==> config.mk <==
export PLATFORM = sky130hd
export DESIGN_NAME = mux_arb_n
export DESIGN_NICKNAME = d
export VERILOG_FILES = /design/src/rtl/mux_arb_pkg.sv /design/src/rtl/mux_arb_n_rr_arbiter.sv /design/src/rtl/mux_arb_n.sv
export SDC_FILE = /design/constraint.sdc
export NUM_CORES = 1
export LEC_CHECK = 0
export CELL_PAD_IN_SITES_DETAIL_PLACEMENT = 2
export CELL_PAD_IN_SITES_GLOBAL_PLACEMENT = 2
export CORE_MARGIN = 10
export CORE_UTILIZATION = 28
export DETAILED_ROUTE_END_ITERATION = 16
export PLACE_DENSITY = 0.74
export SLEW_MARGIN = 20
export SYNTH_ARGS = -nofsm -noshare
export SYNTH_HDL_FRONTEND = slang
export SYNTH_SLANG_ARGS = --single-unit
export TNS_END_PERCENT = 5
==> constraint.sdc <==
create_clock -name clk -period 4.1 [get_ports clk]
set_input_delay 1.025 -clock clk [delete_from_list [all_inputs] [get_ports clk]]
set_output_delay 1.025 -clock clk [all_outputs]
set_load 0.02 [all_outputs]
==> src/rtl/mux_arb_pkg.sv <==
// Shared constants and helpers for the round-robin stream mux.
// Holds default sizes and the modulo-N pointer step used by the arbiter.
package mux_arb_pkg;

  localparam int MUX_ARB_DEFAULT_N = 4;
  localparam int MUX_ARB_DEFAULT_W = 1;

  function automatic int rr_next(input int idx, input int n);
    return (idx + 1) % n;
  endfunction

endpackage

==> src/rtl/mux_arb_n_rr_arbiter.sv <==
// Round-robin arbiter: owns the priority pointer, grants the first
// requester at or after ptr. Ports: clk, reset_n, req, update -> gnt_*.
module rr_arbiter
  import mux_arb_pkg::*;
#(
  parameter int N = MUX_ARB_DEFAULT_N,
  localparam int SEL_W = $clog2(N)
) (
  input  logic             clk,
  input  logic             reset_n,
  input  logic [N-1:0]     req,
  input  logic             update,
  output logic [N-1:0]     gnt_onehot,
  output logic [SEL_W-1:0] gnt_idx,
  output logic             any_gnt
);

  logic [SEL_W-1:0] ptr_q;
  logic [SEL_W-1:0] ptr_d;

  always_comb begin : search_p
    int idx;
    idx        = 0;
    gnt_onehot = '0;
    gnt_idx    = '0;
    any_gnt    = 1'b0;
    for (int k = 0; k < N; k++) begin
      idx = int'(ptr_q) + k;
      if (idx >= N) idx = idx - N;
      if (!any_gnt && req[idx]) begin
        any_gnt         = 1'b1;
        gnt_idx         = SEL_W'(idx);
        gnt_onehot[idx] = 1'b1;
      end
    end
  end

  always_comb begin
    ptr_d = ptr_q;
    if (update) ptr_d = SEL_W'(rr_next(int'(gnt_idx), N));
  end

  always_ff @(posedge clk or negedge reset_n) begin
    if (!reset_n) ptr_q <= '0;
    else          ptr_q <= ptr_d;
  end

endmodule

==> src/rtl/mux_arb_n.sv <==
// N-channel registered stream mux with round-robin arbitration and
// valid/ready on both sides; out_sel tags the source channel.
// Ports: in_valid/in_data/in_ready, out_valid/out_data/out_sel/out_ready.
// MUX_ARB_FORCE_EN adds force_en/force_sel for a forced grant.
module mux_arb_n
  import mux_arb_pkg::*;
#(
  parameter int N = MUX_ARB_DEFAULT_N,
  parameter int W = MUX_ARB_DEFAULT_W,
  localparam int SEL_W = $clog2(N)
) (
  input  logic             clk,
  input  logic             reset_n,
`ifdef MUX_ARB_FORCE_EN
  input  logic             force_en,
  input  logic [SEL_W-1:0] force_sel,
`endif
  input  logic [N-1:0]     in_valid,
  input  logic [N*W-1:0]   in_data,
  output logic [N-1:0]     in_ready,
  input  logic             out_ready,
  output logic             out_valid,
  output logic [W-1:0]     out_data,
  output logic [SEL_W-1:0] out_sel
);

  logic [N-1:0]     rr_onehot;
  logic [SEL_W-1:0] rr_idx;
  logic             rr_any;
  logic [N-1:0]     gnt_onehot;
  logic [SEL_W-1:0] gnt_idx;
  logic             gnt_any;
  logic             load;
  logic             xfer;
  logic             upd;
  logic [W-1:0]     mux_data;

  logic             out_valid_q, out_valid_d;
  logic [W-1:0]     out_data_q, out_data_d;
  logic [SEL_W-1:0] out_sel_q, out_sel_d;

  rr_arbiter #(.N(N)) u_arb (
    .clk        (clk),
    .reset_n    (reset_n),
    .req        (in_valid),
    .update     (upd),
    .gnt_onehot (rr_onehot),
    .gnt_idx    (rr_idx),
    .any_gnt    (rr_any)
  );

  always_comb begin
    gnt_onehot = rr_onehot;
    gnt_idx    = rr_idx;
    gnt_any    = rr_any;
`ifdef MUX_ARB_FORCE_EN
    // Out-of-range or idle forced channel yields no grant.
    if (force_en) begin
      gnt_onehot = '0;
      for (int i = 0; i < N; i++)
        if (int'(force_sel) == i && in_valid[i])
          gnt_onehot[i] = 1'b1;
      gnt_idx = force_sel;
      gnt_any = |gnt_onehot;
    end
`endif
  end

  always_comb begin
    mux_data = '0;
    for (int i = 0; i < N; i++)
      mux_data = mux_data
               | ({W{gnt_onehot[i]}} & in_data[i*W +: W]);
  end

  assign load = !out_valid_q || out_ready;
  assign xfer = load && gnt_any;

  // Forced grants leave the round-robin order untouched.
  always_comb begin
    upd = xfer;
`ifdef MUX_ARB_FORCE_EN
    if (force_en) upd = 1'b0;
`endif
  end

  assign in_ready = (load && reset_n) ? gnt_onehot : '0;

  always_comb begin
    out_valid_d = out_valid_q;
    out_data_d  = out_data_q;
    out_sel_d   = out_sel_q;
    if (xfer) begin
      out_valid_d = 1'b1;
      out_data_d  = mux_data;
      out_sel_d   = gnt_idx;
    end else if (load) begin
      out_valid_d = 1'b0;
    end
  end

  always_ff @(posedge clk or negedge reset_n) begin
    if (!reset_n) begin
      out_valid_q <= 1'b0;
      out_data_q  <= '0;
      out_sel_q   <= '0;
    end else begin
      out_valid_q <= out_valid_d;
      out_data_q  <= out_data_d;
      out_sel_q   <= out_sel_d;
    end
  end

  assign out_valid = out_valid_q;
  assign out_data  = out_data_q;
  assign out_sel   = out_sel_q;

endmodule

Word-level counts from Yosys, hierarchy flattened

Cells that the tools add are included.

Muxes and demuxes: 39
$lt $le $gt $ge: 12
Bitwise logic cells: 10
$add $sub $neg: 8
Reductions and logical operators: 15

Operators by type and width:

| cell                                                               | count |
|---|---|
| greater-or-equal comparator 32 x 1 -> 1 bit, second input constant | 4 |
| < comparator 32 x 4 -> 1 bit, second input constant                | 4 |
| two-way mux 32 bit                                                 | 4 |
| greater-or-equal comparator 32 x 4 -> 1 bit, second input constant | 3 |
| subtractor 32 x 4 -> 32 bit, second input constant                 | 3 |
| two-way mux 4 bit                                                  | 5 |
| two-way mux 1 bit                                                  | 18 |
| OR 4 bit                                                           | 3 |
| logical AND 1 bit                                                  | 9 |
| binary-select mux 1 bit (select 2 bit)                             | 4 |
| demux 1 bit (select 2 bit)                                         | 4 |
| two-way mux 2 bit                                                  | 4 |
| adder 2 x 2 -> 3 bit, second input constant                        | 2 |
| bitwise AND 1 bit                                                  | 4 |
| logical NOT 1 bit                                                  | 4 |
| subtractor 2 x 3 -> 4 bit, second input constant                   | 1 |
| adder 2 x 1 -> 3 bit, second input constant                        | 1 |
| greater-or-equal comparator 2 x 3 -> 1 bit, second input constant  | 1 |
| OR 1 bit                                                           | 3 |
| adder 2 x 1 -> 2 bit, second input constant                        | 1 |
| nonzero test 2 bit                                                 | 1 |
| logical OR 1 bit                                                   | 1 |

Input port bits: 11
Register bits after elaboration: 6
Word-level logic and storage cells: 88
Output and inout bits: 8

Longest topological paths before layout

Gate-level depths: netlist (run 1).

Depth after elaboration: 19
Gate-level depth with buffers: 10
Depth with buffers taken out: 8

By module

From an unflattened synthesis (run 1), not the netlist that was laid out.

Cells, all modules: 89
Area, all modules: 795.8 um^2

Modules (own cells, without submodules):

| module     | cells an instance | times used | seq. area each (um^2) | area each (um^2) |
|---|---|---|---|---|
| rr_arbiter | 71                | 1          | 50.0                  | 564.3 |
| mux_arb_n  | 18                | 1          | 100.1                 | 231.5 |

Worst setup path before layout (run 1)

Ideal clock, no wire load.

Kind: register to output
From: register u_arb.ptr_q[0]
To: output port in_ready[1]
Slack: 0.587 ns
Stages on the path, launching flop included: 11
Buffers on the path: 2
Required time: 3.075 ns
Data arrival time: 2.488 ns
Cells stage by stage: dfrtp_1 -> buf_2 -> inv_1 -> ha_1 -> buf_6 -> mux4_2 -> nor2b_4 -> a22oi_1 -> o21ai_0 -> a21oi_1 -> nor2_1

Longest elaborated chain between the ends: 16
Elaborated cells between the ends (all ways): 64
Classes of those cells: add/sub (7); order compare (12); mux (32); bitwise (3); reduce/logical (10)

Ends and longest elaborated chain:

| element                                                              | line                       | text |
|---|---|---|
| start: declaration                                                   | mux_arb_n_rr_arbiter.sv:18 | `logic [SEL_W-1:0] ptr_q;` |
| start signal: assignment                                             | mux_arb_n_rr_arbiter.sv:45 | `else ptr_q <= ptr_d;` |
| branches (longest 14 deep; another with subtractor 32 x 4 -> 32 bit) | -                          |  |
| two-way mux 4 bit (*)                                                | mux_arb_n_rr_arbiter.sv:30 | `if (!any_gnt && req[idx]) begin` |
| two-way mux 4 bit (*)                                                | mux_arb_n.sv:87            | `assign in_ready = (load && reset_n) ? gnt_onehot : '0;` |
| end: declaration                                                     | mux_arb_n.sv:20            | `output logic [N-1:0] in_ready,` |

Every way passes the cells marked *. The select of a mux whose other input is x is not followed.

Final worst setup path (run 1)

From: input port in_valid[1]
To: output port in_ready[2]

Longest elaborated chain between the ends: 14
Elaborated cells between the ends (all ways): 29
Classes of those cells: mux (20); bitwise (3); reduce/logical (6)

Ends and longest elaborated chain:

| element                                               | line                       | text |
|---|---|---|
| start: declaration                                    | mux_arb_n.sv:18            | `input logic [N-1:0] in_valid,` |
| binary-select mux 1 bit (select 2 bit)                | mux_arb_n_rr_arbiter.sv:30 |  |
| two-way mux 1 bit (implied by the code) (2 in series) | mux_arb_n_rr_arbiter.sv:30 |  |
| two-way mux 1 bit                                     | mux_arb_n_rr_arbiter.sv:30 |  |
| logical NOT 1 bit                                     | mux_arb_n_rr_arbiter.sv:30 |  |
| logical AND 1 bit                                     | mux_arb_n_rr_arbiter.sv:30 |  |
| two-way mux 1 bit                                     | mux_arb_n_rr_arbiter.sv:30 |  |
| logical NOT 1 bit                                     | mux_arb_n_rr_arbiter.sv:30 |  |
| logical AND 1 bit                                     | mux_arb_n_rr_arbiter.sv:30 |  |
| two-way mux 1 bit                                     | mux_arb_n_rr_arbiter.sv:30 |  |
| logical NOT 1 bit                                     | mux_arb_n_rr_arbiter.sv:30 |  |
| logical AND 1 bit                                     | mux_arb_n_rr_arbiter.sv:30 |  |
| two-way mux 4 bit (*)                                 | mux_arb_n_rr_arbiter.sv:30 |  |
| two-way mux 4 bit (*)                                 | mux_arb_n.sv:87            |  |

Mark *: on every way between the ends. The rest lies on a longest branch, timed or not. The select of a mux whose other input is x is not followed.

==> flow_results.org, run 1 <==
** Drt
- In this run, the number of DRC markers left after iteration 0 of detailed routing was 40.
- DRC violations left :: 0
- Dividing the detail-routed via count by the number of cells gives 5.22.
- Number of routed nets with antenna violations :: 0
- Detailed Routing Iterations Pass 1 :: 3
- Total Routed Length :: roughly 2.3 mm
- In the final routed layout, each cell accounts on average for 16.0 um.
- Count of vias placed by the detailed router :: 747

** Place
- Placed Cells :: 140
- The congestion estimate from routability-driven global placement came to 0.687.
- Once detailed placement completed, the half-perimeter wirelength came to 1.94 mm.
- In this run the tool buffered the top-level ports with 18 buffer cells.
- After detailed placement, the total cell area comes to just over 1000 sq um.

** Yosys
- Syn_nets :: 100
- Gate count after technology mapping :: 84
- Counting flops with an async set or reset pin after synthesis yields a share of 100%.
- After synthesis, the largest area contributor takes up around a fifth of total cell area.
- The cell area that synthesis handed to floorplanning was ~730 sq um.
- Number of storage elements in the synthesis netlist :: 6
- Synthesized area per cell :: 8.73 sq um
- Library cell with the highest instance count after synthesis :: sky130_fd_sc_hd__nand2_1
- Most frequently used flop master after synthesis :: sky130_fd_sc_hd__dfrtp_1
- Yosys printed 0 warnings.
- sky130_fd_sc_hd__dfrtp_1 takes more of the synthesized area than any other cell.
- Proportion of synthesized chip area in sequential cells :: 20.5%
- Count of flip-flops with a built-in enable after synthesis :: 0
- Leading cell types by total area after synthesis :: sky130_fd_sc_hd__dfrtp_1 (20%), sky130_fd_sc_hd__mux4_2 (9.2%), sky130_fd_sc_hd__ha_1 (8.5%)
- Most used standard cells in the synthesized netlist :: sky130_fd_sc_hd__nand2_1 (11), sky130_fd_sc_hd__dfrtp_1 (6), sky130_fd_sc_hd__ha_1 (5), sky130_fd_sc_hd__nor2_1 (5), sky130_fd_sc_hd__o21ai_0 (5)
- Distinct cell type count of the synthesized netlist :: 33

** Floorplanning
- Vertical die dimension :: 71.2 um
- Area of the placeable core :: 2480 sq um
- Area enclosed by the die boundary :: roughly 5100 sq um
- Die width :: 71.2 um
- Row generation in the floorplan step produced 18 rows.
- Top-Level Pins :: 19
- For this configuration, the core starts out at a cell density of 29.6%.

** Timing
- Setup violations remaining at the end of the flow were counted as 0.
- The final critical path takes up between 90 and 100% of the cycle.
- Transition time at the pin with the least slew margin :: 0.559 ns
- Setup repair after global routing could not meet its margin everywhere.
- Final number of max-transition violations :: 0
- Final min period :: 4.06 ns
- Clock Skew :: between 0.0003 and 0.0004 ns
- Peak clock frequency supported by timing :: ~250 MHz
- The number of hold-slack violations in the final timing report was 0.
- Slew headroom :: between 60 and 70%

** Clock tree
- Bufs on Longest Clock Path :: 2
- Clock sink total :: 6
- In this run the number of H-tree levels came out at 1.
- Root buffer selected by CTS :: sky130_fd_sc_hd__clkbuf_4
- Count of hold buffers inserted by post-cts repair :: 0
- The number of setup buffers added after CTS is 0.
- At the later pin of the worst-skew pair, clock insertion delay measures between 0.2 and 0.25 ns.
- After clock tree synthesis, the clock-pin slew on the worst setup and hold paths is 0.04 ns.
- Total clock buffers created by CTS :: 3
- TritonCTS clock tree :: built

** GRT
- In the global route stage, overall resource usage came out at under 10%.
- Pin count of the biggest net entering global routing :: 15
- Overall overflow remaining after global route :: 0
- The first global-routing pass estimated 4.16 mm of wire.
- Antenna violations before repair :: 0
- The number of global-route vias before repair came to 867.

** Run
- Across the run, the number of max-cap violations was 0.

** Finish
- After routing the design area is 1030 sq um.
- For this run, the number of standard cells in the final layout without fillers is 143.
- 0 antenna diodes ended up in the layout.
- Net count of the finished layout :: 131
- Number of fill cells :: 301
- Fraction of layout cells with a size suffix above 1 :: roughly 25%
- Relative to the synthesized area, the layout overhead comes to 40.3%.

** Min path
- In this run the most critical hold path is launched from out_sel[0].
- Path class of the lowest-slack min-delay path :: reg2reg

** Critical path
- The worst setup path is captured at an output port.
- Worst EP arrival :: 3.03 ns
- Reg2Reg Launch Point :: u_arb.ptr_q[0]
- Kind of critical path :: in2out
- Critical path peak fanout :: 6
- The most critical setup path has its startpoint at in_valid[1].
- Worst Path Required :: 3.07 ns
- CP startpoint kind :: input port

** Run status
- Status :: finished clean

** Power
- Standby leakage power :: 0.000448 uW
- Dividing total power by cell area gives a power density of roughly 750 nW/um^2.
- VDD sags by at most around 310 uV.
-- worst paths after layout --
check	to	slack (ns)	cells after the start
max in group asynchronous	out_sel[1]	2.84	1
setup / recovery	in_ready[2]	0.04	6
setup reg to reg	out_data	1.78	9
hold reg to reg	out_sel[0]	0.49	1
min in group asynchronous	out_sel[0]	1.03	1
hold / removal	out_sel[0]	0.49	1
-- report_power, final --
group / total [uW] / switching (uW) / internal [uW]
registers: 98.0 / 12.5 / 85.5
clock network: 54.1 / 21.0 / 33.1
logic: 617 / 313 / 304
-- stage by stage --
step / setup WS [ns] / hold slack (ns) / power, uW / utilization [%] / setup TNS, ns
global route: -0.0903 / 0.536 / 860 / 41.5 / -0.0903
floorplan: 0.587 / 0.609 / 522 / - / 0
finish: 0.0421 / 0.491 / 769 / 41.5 / 0
detailed placement: -0.303 / 0.485 / 734 / 41.2 / -0.961
CTS: 0.0000386 / 0.500 / 787 / 42.0 / 0
global placement: -0.227 / 0.486 / 714 / 41.2 / -0.801
-- layout by cell type, fill, tap and decap left out, drive strengths merged --
| cell | count |
|---|---|
| mux4 | 3 |
| a21oi | 4 |
| and3b | 2 |
| clkbuf | 6 |
| nor4 | 1 |
| mux2 | 2 |
| ha | 5 |
| clkdlybuf4s50 | 14 |
| clkdlybuf4s15 | 1 |
| a22oi | 5 |
| a41oi | 1 |
| nor3b | 4 |
| nor2b | 1 |
| a21boi | 1 |
| nand2 | 11 |
| a221o | 2 |
| a32oi | 1 |
| inv | 4 |
| xor2 | 1 |
| o21a | 1 |
| buf | 14 |
| o32a | 1 |
| o22a | 1 |
| nand2b | 3 |
| nor2 | 5 |
| mux2i | 3 |
| a211oi | 1 |
| dfrtp | 6 |
| o32ai | 1 |
| nor3 | 2 |
| o21ai | 6 |
-- flip-flops by register name (all words and copies together) (netlist names) --
signal / flops
out_data: 1
out_valid: 1
u_arb.ptr_q: 2
out_sel: 2
-- worst max-delay path, stage by stage --
cell	delay (ns)
sky130_fd_sc_hd__clkdlybuf4s50_1	0.51
sky130_fd_sc_hd__mux4_2	0.58
sky130_fd_sc_hd__a221o_1	0.40
sky130_fd_sc_hd__a22oi_1	0.16
sky130_fd_sc_hd__nor2_1	0.06
sky130_fd_sc_hd__clkdlybuf4s15_1	0.29
-- kinds of logic after synthesis --
family / after synthesis / synth area share (%)
compound gates: 25 / 25.3
xor+xnor: 1 / 1.19
fa+ha+maj: 5 / 8.53
buf+inv: 10 / 6.82
flops: 6 / 20.5
mux: 8 / 16.4
simple gates: 29 / 21.3
-- area by class of cell --
cell class / instances / area (sq um) / area share (%)
Clock buffer: 3 / 22.5 / 2.19
Tap cell: 30 / 37.5 / 3.65
Sequential cell: 6 / 150 / 14.6
Inverter: 4 / 15.0 / 1.46
Timing Repair Buffer: 32 / 270 / 26.3
Multi-Input combinational cell: 68 / 533 / 51.8
-- what timing repair did --
| item | in CTS | in global routing |
|---|---|---|
| hold endpoints to repair | 0 | 0 |
| pin swaps | 0 | 0 |
| setup endpoints to repair | 4 | 4 |
| resized for setup | 5 | 7 |
-- routing by layer --
layer  up-vias  track usage (%)  wire length [um]
met5         -                0                 0
met4         0             4.09                25
met3         2             2.37                73
met2        12             15.7              1110
met1       359             11.9              1080
li1        374                -                 -
No activity file was read; power rests on OpenSTA's default activity.
==> run 2, diff against run 1 <==
==> constraint.sdc (replaced) <==
create_clock -name clk -period 4.1 [get_ports clk]
set_input_delay 1.025 -clock clk [delete_from_list [all_inputs] [get_ports clk]]
set_output_delay 1.025 -clock clk [all_outputs]
set_load 0.05 [all_outputs]
==> flow_results.org, run 2 (synthesis gave the netlist of run 1 again) <==
** Place
- The instance area at placement is 993 sq um (was 1020 sq um).
- The cell total after placement is 131 (was 140).
- The count of port buffers added during placement was 18 (unchanged).
- The global placement routability congestion came to 0.779 (was 0.687).
- The half-perimeter wire length after detailed placement was 1.92 mm (was 1.94 mm).

** Critical path
- Depth of the worst register-to-register path :: 7 (was 9)
- Reg2Reg Launch Point :: u_arb.ptr_q[1] (was u_arb.ptr_q[0])
- The required time of the critical path was 3.07 ns (about the same).
- The classification of the worst setup path was in2out (unchanged).
- Setup slack on the worst flop-to-flop path :: 1.30 ns (was 1.78 ns)
- The type of element launching the critical path was an input port (unchanged).
- The endpoint of the most critical register-to-register path is out_data (unchanged).
- Critical path peak fanout :: 4 (was 6)
- CP Capture Type :: output port (unchanged)
- Worst EP arrival :: 3.00 ns (was 3.03 ns)

** Clock tree
- The clock network latency to the later pin of the worst-skew pair was 0.24 ns (about the same).
- The clock-pin slew of the registers on the worst-case setup and hold paths was 0.04 ns (about the same).
- The cell at the root of the clock tree is sky130_fd_sc_hd__clkbuf_4 (unchanged).
- Clock sink total :: 6 (unchanged)
- The number of hold-repair buffers added at the cts stage is 0 (unchanged).
- Bufs on Longest Clock Path :: 2 (unchanged)
- TritonCTS clock tree :: built (unchanged)
- Total clock buffers created by CTS :: 3 (unchanged)
- H-tree levels :: 1 (unchanged)

** Drt
- Number of routed nets with antenna violations :: 0 (unchanged)
- DRC violations left :: 0 (unchanged)
- The average routed wire per standard cell was 17.9 um (was 16.0 um).
- Detailed Route Iter0 Violations :: 32 (was 40)
- The via total after detailed routing came to 741 (was 747).
- The total routed wirelength came to 2.44 mm (was 2.29 mm).
- The number of iterations in the first detailed-routing pass was 4 (was 3).
- Average vias per placed instance :: 5.45 (was 5.22)

** Timing
- The count of pins over their slew limit was 0 (unchanged).
- The portion of the clock cycle consumed by the worst path in the final layout was 98.1% (was 99.0%).
- The slew at the pin closest to its max-slew limit was 0.573 ns (was 0.559 ns).
- Clock Skew :: 0.00425 ns (was 0.000371 ns)
- Slew headroom :: 61.5% (was 62.7%)
- Setup total negative slack :: 0 ns (unchanged)
- The minimum clock period is 4.02 ns (was 4.06 ns).
- The number of hold-slack violations in the final timing report came to 0 (unchanged).
- Peak clock frequency supported by timing :: 249 MHz (was 246 MHz)
- The total setup violations reported at the end of the flow came to 0 (unchanged).

** Power
- The cell area power density is 804 nW/um^2 (was 748 nW/um^2).
- Int Pwr :: 418 uW (was 423 uW)
- The combinational cell fraction of total power came to 80.8% (was 80.2%).
- Switching share of power :: 50.0% (was 45.1%)
- Sw power :: 418 uW (was 347 uW)
- The portion of total power attributed to sequential cells was 12.9% (was 12.7%).
- Peak supply drop :: 461 uV (was 312 uV)
- The reported leakage power came to 0.000445 uW (was 0.000448 uW).
- Power share of the clock group :: 6.4% (was 7.0%)

** Floorplanning
- The height of the die is 71.2 um (unchanged).
- The die footprint is 5070 sq um (unchanged).
- The initial core utilization is 29.6% (unchanged).
- Top-Level Pins :: 19 (unchanged)
- Area of the placeable core :: 2480 sq um (unchanged)
- The width of the chip came to 71.2 um (unchanged).
- The floorplan row count came to 18 (unchanged).

** Run
- Maximum Capacitance Violations :: 0 (unchanged)

** Finish
- The fill cell total of the finished layout was 283 (was 301).
- The number of nets in the final layout is 124 (was 131).
- Final instance count without filler cells :: 136 (was 143)
- The ratio of cells with drive above 1 in the final layout was 22.6% (was 24.8%).
- Leaving out fill and tap cells, the most frequent cell in the layout is sky130_fd_sc_hd__clkdlybuf4s50_1.
- Layout Area Growth over Synthesis :: 42.0% (was 40.3%)
- The diode insertion count for antenna repair came to 0 (unchanged).
- The post-route cell area was 1040 sq um (was 1030 sq um).
- Leading cell types in the layout, fill and taps excluded :: sky130_fd_sc_hd__clkdlybuf4s50_1 (12), sky130_fd_sc_hd__nand2_1 (11), sky130_fd_sc_hd__buf_4 (7), sky130_fd_sc_hd__dfrtp_1 (6) (was sky130_fd_sc_hd__clkdlybuf4s50_1 (14), sky130_fd_sc_hd__buf_4 (14), sky130_fd_sc_hd__nand2_1 (11), sky130_fd_sc_hd__dfrtp_1 (6))

** GRT
- Antenna violations before repair :: 0 (unchanged)
- Number of global-route vias before repair :: 834 (was 867)
- Overall overflow remaining after global route :: 0 (unchanged)
- The pin count of the biggest net entering global routing is 15 (unchanged).
- First-pass GRT wire length :: 4.15 mm (was 4.16 mm)
- GR Util All Layers :: 9.72% (was 9.71%)

** Min path
- The hold path endpoint is out_sel[0] (unchanged).
- The number of stages on the worst hold path is 1 (unchanged).
- The class of the most critical hold timing path was reg2reg (unchanged).
- Min-Delay Startpoint :: out_sel[0] (unchanged)

** Run status
- Status :: finished clean (unchanged)
run 2: cell count changes in the layout (fill, tap and decap cells not counted), sizes merged:
cell / delta
clkdlybuf4s15: -1
buf: -3
dlymetal6s2s: +2
clkbuf: -3
clkdlybuf4s50: -2
run 2: critical path: stages:
cell and delay [ns]:
sky130_fd_sc_hd__clkdlybuf4s50_1 0.46, sky130_fd_sc_hd__mux4_2 0.56, sky130_fd_sc_hd__buf_4 0.17, sky130_fd_sc_hd__a221o_1 0.37, sky130_fd_sc_hd__a22oi_1 0.15, sky130_fd_sc_hd__nor2_1 0.09, sky130_fd_sc_hd__buf_12 0.16
run 2: power by group through the flow:
stage          combinational [uW]  clock, uW  sequential, uW
5_1_grt                       741       61.9             113
3_5_place_dp                  644          0             109
3_3_place_gp                  619          0             107
6_report                      676       53.3             108
2_1_floorplan                 416          0             163
4_1_cts                       656       57.8             109
run 2: through the flow:
stage	setup WS, ns	total power [uW]	hold slack (ns)	util, %
2_1_floorplan	0.223	578	0.636	-
3_3_place_gp	0.128	726	0.484	40.1
3_5_place_dp	-0.00206	753	0.507	40.1
4_1_cts	0.0773	823	0.521	41.0
5_1_grt	-0.00611	916	0.547	42.0
6_report	0.0792	836	0.510	42.0
run 2: final cells by class:
| type | instances | area, sq um | share of cell area, % |
|---|---|---|---|
| Timing Repair Buffer | 25 | 278 | 26.7 |
| Inverter | 4 | 15.0 | 1.44 |
| Clock buffer | 3 | 22.5 | 2.16 |
| Tap cell | 30 | 37.5 | 3.61 |
| Sequential cell | 6 | 150 | 14.4 |
| Multi-Input combinational cell | 68 | 538 | 51.7 |
run 2: per-layer routing:
layer	up-vias	part of all wire, %	routed length, um	GRT usage (%)
met5	-	0	0	0
met4	0	0	0	0.645
met3	0	3.8	92	3.21
met2	8	53	1300	17.5
met1	375	43	1040	11.2
li1	358	-	-	-
run 2: repair_timing:
item                                    in CTS  in global routing
resized for setup                            1                  4
endpoints found under the setup margin       1                  2
setup buffers                                0                  2
run 2: how the worst max path moves through the flow:
stage                    from          end  slack (ns)  cells past startpoint
2_1_floorplan  u_arb.ptr_q[0]  in_ready[1]        0.22                     10
3_3_place_gp      in_valid[1]  in_ready[1]        0.13                      8
3_5_place_dp      in_valid[1]  in_ready[1]      -0.002                      8
4_1_cts           in_valid[1]  in_ready[0]        0.08                      8
5_1_grt           in_valid[2]  in_ready[2]      -0.006                      7
6_report          in_valid[2]  in_ready[2]        0.08                      7
==> run 3, diff against run 2 <==
Settings changed: CTS_CLUSTER_SIZE from default to 12.
==> results of run 3 <==
Final layout, timing and power as in run 2 (identical DEF).
==> edit 1, RTL diff (flow settings as in run 1) <==
Make the reset (`reset_n`) synchronous in 2 clocked blocks.
--- a/src/rtl/mux_arb_n_rr_arbiter.sv
+++ b/src/rtl/mux_arb_n_rr_arbiter.sv
@@ -42,3 +42,3 @@
 
-  always_ff @(posedge clk or negedge reset_n) begin
+  always_ff @(posedge clk) begin
     if (!reset_n) ptr_q <= '0;
--- a/src/rtl/mux_arb_n.sv
+++ b/src/rtl/mux_arb_n.sv
@@ -101,3 +101,3 @@
 
-  always_ff @(posedge clk or negedge reset_n) begin
+  always_ff @(posedge clk) begin
     if (!reset_n) begin
Formal check against the unedited RTL: differs if reset_n is asserted again (counterexample within 4 cycles, from zero or initial values and one cycle with reset_n low); with reset_n held inactive, the same outputs for 10 cycles.
==> edit 1 against run 1 <==
  * Area after synthesis increased by 15%
  * Worst setup slack improved by 0.095 ns
  * Highest routed layer unchanged
  * Design area increased by 17%
  * Sequential cell count unchanged
  * Cell count increased by 15%
  * Largest cell class unchanged
  * Wire length increased by 37%
  * Clock skew increased by 0.0063 ns
  * Power decreased by 11%
==> edit 1: results (changes against run 1) <==
Clock network
  • Clk buf depth: 2 (unchanged)
  • # H-tree levels: 1 (unchanged)
  • Clk Latency, worst-skew pair: between 0.2 and 0.3 ns
  • CTS clk-pin slew, worst paths: 0.05 ns
  • Clock Tree Root: clkbuf_4 (unchanged)
  • Num CTS Buffers: 3 (unchanged)

Critical path
  • CP arrival: 2.94 ns (was 3.03 ns)
  • Worst Path Max Fanout: 5 (was 6)
  • Critical path's largest stage delay: 0.47 ns (was 0.58 ns)
  • Crit path max-delay family: buffers and inverters (unchanged)
  • Slowest-stage cell, CP: mux4_2 (unchanged)

Drt
  • DRT iter0 DRCs: 34 (was 40)
  • Vias: 893 (was 747)
  • Final Routed Wirelength: 3139 microns (was 2287 microns)
  • Drt first pass iters: 4 (was 3)

Timing
  • Least-Margin Pin Slew: 0.5491 ns (was 0.5591 ns)
  • Skew final: 0.006662 ns (was 0.0003712 ns)

Synthesis
  • YS warnings: 0 (unchanged)
  • Sequential-to-total area share from yosys stat: 14.24% (was 20.48%)
  • Post-synth top cells: nand2_1 (10), dfxtp_1 (6) (was nand2_1 (11), dfrtp_1 (6), ha_1 (5), nor2_1 (5), o21ai_0 (5))
  • Post-synthesis cell type count: 44 (was 33)
  • Most used DFF post-synth: dfxtp_1 (was dfrtp_1)
  • Post-synth ARST share: 0% (was 100.0%)
  • Syn_nets: 112 (was 100)
  • Top cells by area, synth: dfxtp_1 (14%), mux4_2 (11%), ha_1 (7.4%) (was dfrtp_1 (20%), mux4_2 (9.2%), ha_1 (8.5%))

Placed design
  • Post-DP Area: 1179 sq um (was 1021 sq um)
  • Place WS: -0.3816 ns (was -0.3027 ns)
  • GPL Wtd Cong: 0.8295 (was 0.6874)
  • Post-DP HPWL: 2573 microns (was 1939 microns)
  • Port buffer count: 18 (unchanged)

Power
  • Pleak: 0.5071 nW (was 0.4480 nW)
  • Maximum vdd drop: 0.1555 mV (was 0.3120 mV)

Global route
  • Initial antenna violation count: 0 (unchanged)
  • First-pass GRT wire length: 5395 microns (was 4160 microns)
  • Largest net degree at the start of global routing: 16 (was 15)
  • Vias in the first global route: 1007 (was 867)
  • Global-route usage over all layers: 12.13% (was 9.712%)

Layout
  • Layout cells sized above 1: 34.33% (was 24.78%)
  • Layout filler cell count: 309 (was 301)
  • Nets: 152 (was 131)
  • Ant. Diodes: 0 (unchanged)

Worst hold path
  • Hold Path Class: reg2reg (unchanged)

Run status
  • Status: complete, no violations (unchanged)

Run
  • Max-cap violations: 0 (unchanged)
==> edit 1: final timing paths <==
kind                               start                      end  slack, ns  depth (start not counted)
max                          in_valid[2]              in_ready[3]       0.14                          8
min              out_sel[0]$_SDFFE_PN0P_  out_sel[0]$_SDFFE_PN0P_       0.50                          1
min reg2reg      out_sel[0]$_SDFFE_PN0P_  out_sel[0]$_SDFFE_PN0P_       0.50                          1
max reg2reg  u_arb.ptr_q[0]$_SDFFE_PN0P_    out_data$_SDFFE_PN0P_       1.37                          9
==> edit 1: layout make-up <==
type	instances	area [sq um]	area share, %
flip-flops and latches	6	120.1	9.948
multi-input cells	78	641.9	53.16
well taps	31	38.79	3.212
repair buffers	43	367.9	30.47
inverters	4	16.27	1.347
clock buffers	3	22.52	1.865
==> edit 1: routing by layer <==
metal | wire length (microns) | vias to the layer above | global-route usage (%)
met4 | 28 | 0 | 3.151
met1 | 1399 | 442 | 14.71
li1 | - | 433 | -
met5 | 0 | - | 0
met3 | 73 | 2 | 1.445
met2 | 1637 | 16 | 21.90
==> edit 1: cells by family after synthesis <==
logic type	synth area share, %
adder cells (fa/ha/maj)	7.418
buffers and inverters	10.38
AND/OR/NAND/NOR	19.29
XOR/XNOR	1.039
AO/OA/AOI/OAI	29.68
multiplexers	17.95
flip-flops	14.24
==> edit 1: power by group <==
group | internal, mW | switching [mW]
clock network | 0.0334 | 0.0248
logic | 0.261 | 0.285
registers | 0.0754 | 0.00900
total | 0.370 | 0.318
==> edit 1: metrics by stage <==
step,hold slack [ns],cells
2_1_floorplan,0.5863,96
3_3_place_gp,0.4844,162
3_5_place_dp,0.4908,162
4_1_cts,0.5016,165
5_1_grt,0.5240,165
6_report,0.4975,165
==> edit 1: timing repair <==
item | CTS | global route
setup endpoints to repair | 4 | 0
buffers inserted | 0 | 0
endpoints found under the hold margin | 0 | 0
gates resized for setup | 17 | 0
==> edit 2, RTL diff (flow settings as in run 1) <==
Without the edit above. The option `MUX_ARB_FORCE_EN` is turned on by a define.
--- a/src/rtl/mux_arb_n.sv
+++ b/src/rtl/mux_arb_n.sv
@@ -4,2 +4,4 @@
 // MUX_ARB_FORCE_EN adds force_en/force_sel for a forced grant.
+`define MUX_ARB_FORCE_EN
+
 module mux_arb_n
Ports: changed (added force_en and force_sel); port bits go from 19 to 22. The function was not compared with the original's and may differ.
==> edit 2 against run 1 <==
  * Critical path depth up 4
  * Count of clock-buffer cells in the layout is the same
  * Area after synthesis is 32% higher
  * Global-route usage is 4.3 points higher
  * Design area up 43%
  * Wire length grew 110%
  * Cell count grew 53%
  * Power up 16%
  * Sequential cell count did not move
  * Via count increased by 65%
  * Die area rose by 23%
  * Worst setup slack gained 0.0046 ns
  * Largest power group unchanged
==> edit 2: results (changes against run 1) <==
Run status
  • Status: complete, no violations (unchanged)

Clock network
  • Postcts setup bufs: 2 (was 0)
  • Post_cts resized: 31 (was 5)

Drt
  • Drt first pass iters: 4 (was 3)
  • Drt wl/cell: 22.11 microns (was 15.99 microns)
  • M1 WL: 2135 microns (was 1080 microns)
  • DR WL met2: 2439 microns (was 1107 microns)
  • DRT iter0 DRCs: 28 (was 40)
  • Met3 WL: 124 microns (was 73 microns)

Synthesis
  • XOR/XNOR Fraction of Synth Area: 0% (was 1.195%)
  • Post-synthesis adder-cell area fraction: 6.452% (was 8.532%)
  • Syn Area/Cell: 7.696 sq um (was 8.729 sq um)
  • Synth Area in Compound Gates: 34.19% (was 25.26%)
  • Mux share of post-synthesis cell area: 10.32% (was 16.38%)
  • Syn_nets: 145 (was 100)
  • Post-synthesis cell type count: 44 (was 33)

Layout
  • Seq/total area: 10.23% (was 14.60%)
  • Layout cells sized above 1: 30.64% (was 24.78%)
  • Data buffer area share: 28.90% (was 26.28%)
  • Fin cells: 219 (was 143)
  • Non-clk invs: 9 (was 4)
  • Clock-cell share: 1.535% (was 2.190%)
  • Multi-In Gates: 103 (was 68)

Power
  • Pwr Total: 892.8 uW (was 769.5 uW)
  • Maximum vdd drop: 0.1836 mV (was 0.3120 mV)
  • Clock share of power: 6.7% (was 7.0%)

Global route
  • Vias in the first global route: 1370 (was 867)
  • First-pass GRT wire length: 7189 microns (was 4160 microns)
  • Largest net degree at the start of global routing: 20 (was 15)
  • Met1 GRT Util: 16.60% (was 11.87%)
  • Met3 Use GR: 2.252% (was 2.371%)
  • Global-route usage over all layers: 13.97% (was 9.712%)
  • Met2 Usage GRT: 26.15% (was 15.69%)

Placed design
  • Placed insts: 213 (was 140)
  • Post-DP Area: 1394 sq um (was 1021 sq um)
  • Port buffer count: 21 (was 18)
  • GPL Wtd Cong: 0.8087 (was 0.6874)
  • Place WS: -0.6419 ns (was -0.3027 ns)

Critical path
  • Critical path's largest stage delay: 0.39 ns (was 0.58 ns)
  • Reg2reg start: u_arb.ptr_q[1]$_DFFE_PN0P_ (was u_arb.ptr_q[0]$_DFFE_PN0P_)
  • Slowest-stage cell, CP: a2111oi_2 (was mux4_2)
  • Worst R2R Setup Slack: 1.37 ns (was 1.78 ns)
  • Crit. Startpoint: in_valid[0] (was in_valid[1])
  • Reg2reg path depth: 11 (was 9)
  • Worst Path Max Fanout: 7 (was 6)

Timing
  • WHS: 0.5377 ns (was 0.4907 ns)
edit 2: changes by cell type after synthesis, sizes merged, moves of 3 or more:
| cell | before | now |
|---|---|---|
| o21a | 1 | 5 |
| a22oi | 5 | 0 |
| inv | 4 | 9 |
| nand3b | 0 | 3 |
| a21oi | 4 | 8 |
| a2111oi | 0 | 4 |
| nand2 | 11 | 17 |
| a311oi | 0 | 3 |
| o21ai | 6 | 12 |
| nand3 | 0 | 4 |
edit 2: worst max-delay path by stage:
stage,endpoint,slack (ns),depth (start not counted)
after floorplan,in_ready[1],0.17,5
after CTS,in_ready[0],-0.02,9
after detailed placement,in_ready[1],-0.64,8
after global routing,in_ready[2],-0.08,10
final,in_ready[2],0.05,10
after global placement,in_ready[2],-0.54,8
edit 2: worst max-delay path, delay by kind of cell:
| family | cells | cell delay (ns) |
|---|---|---|
| buffers and inverters | 5 | 1.01 |
| and+or+nand+nor | 2 | 0.20 |
| AOI/OAI and AO/OA | 3 | 0.79 |
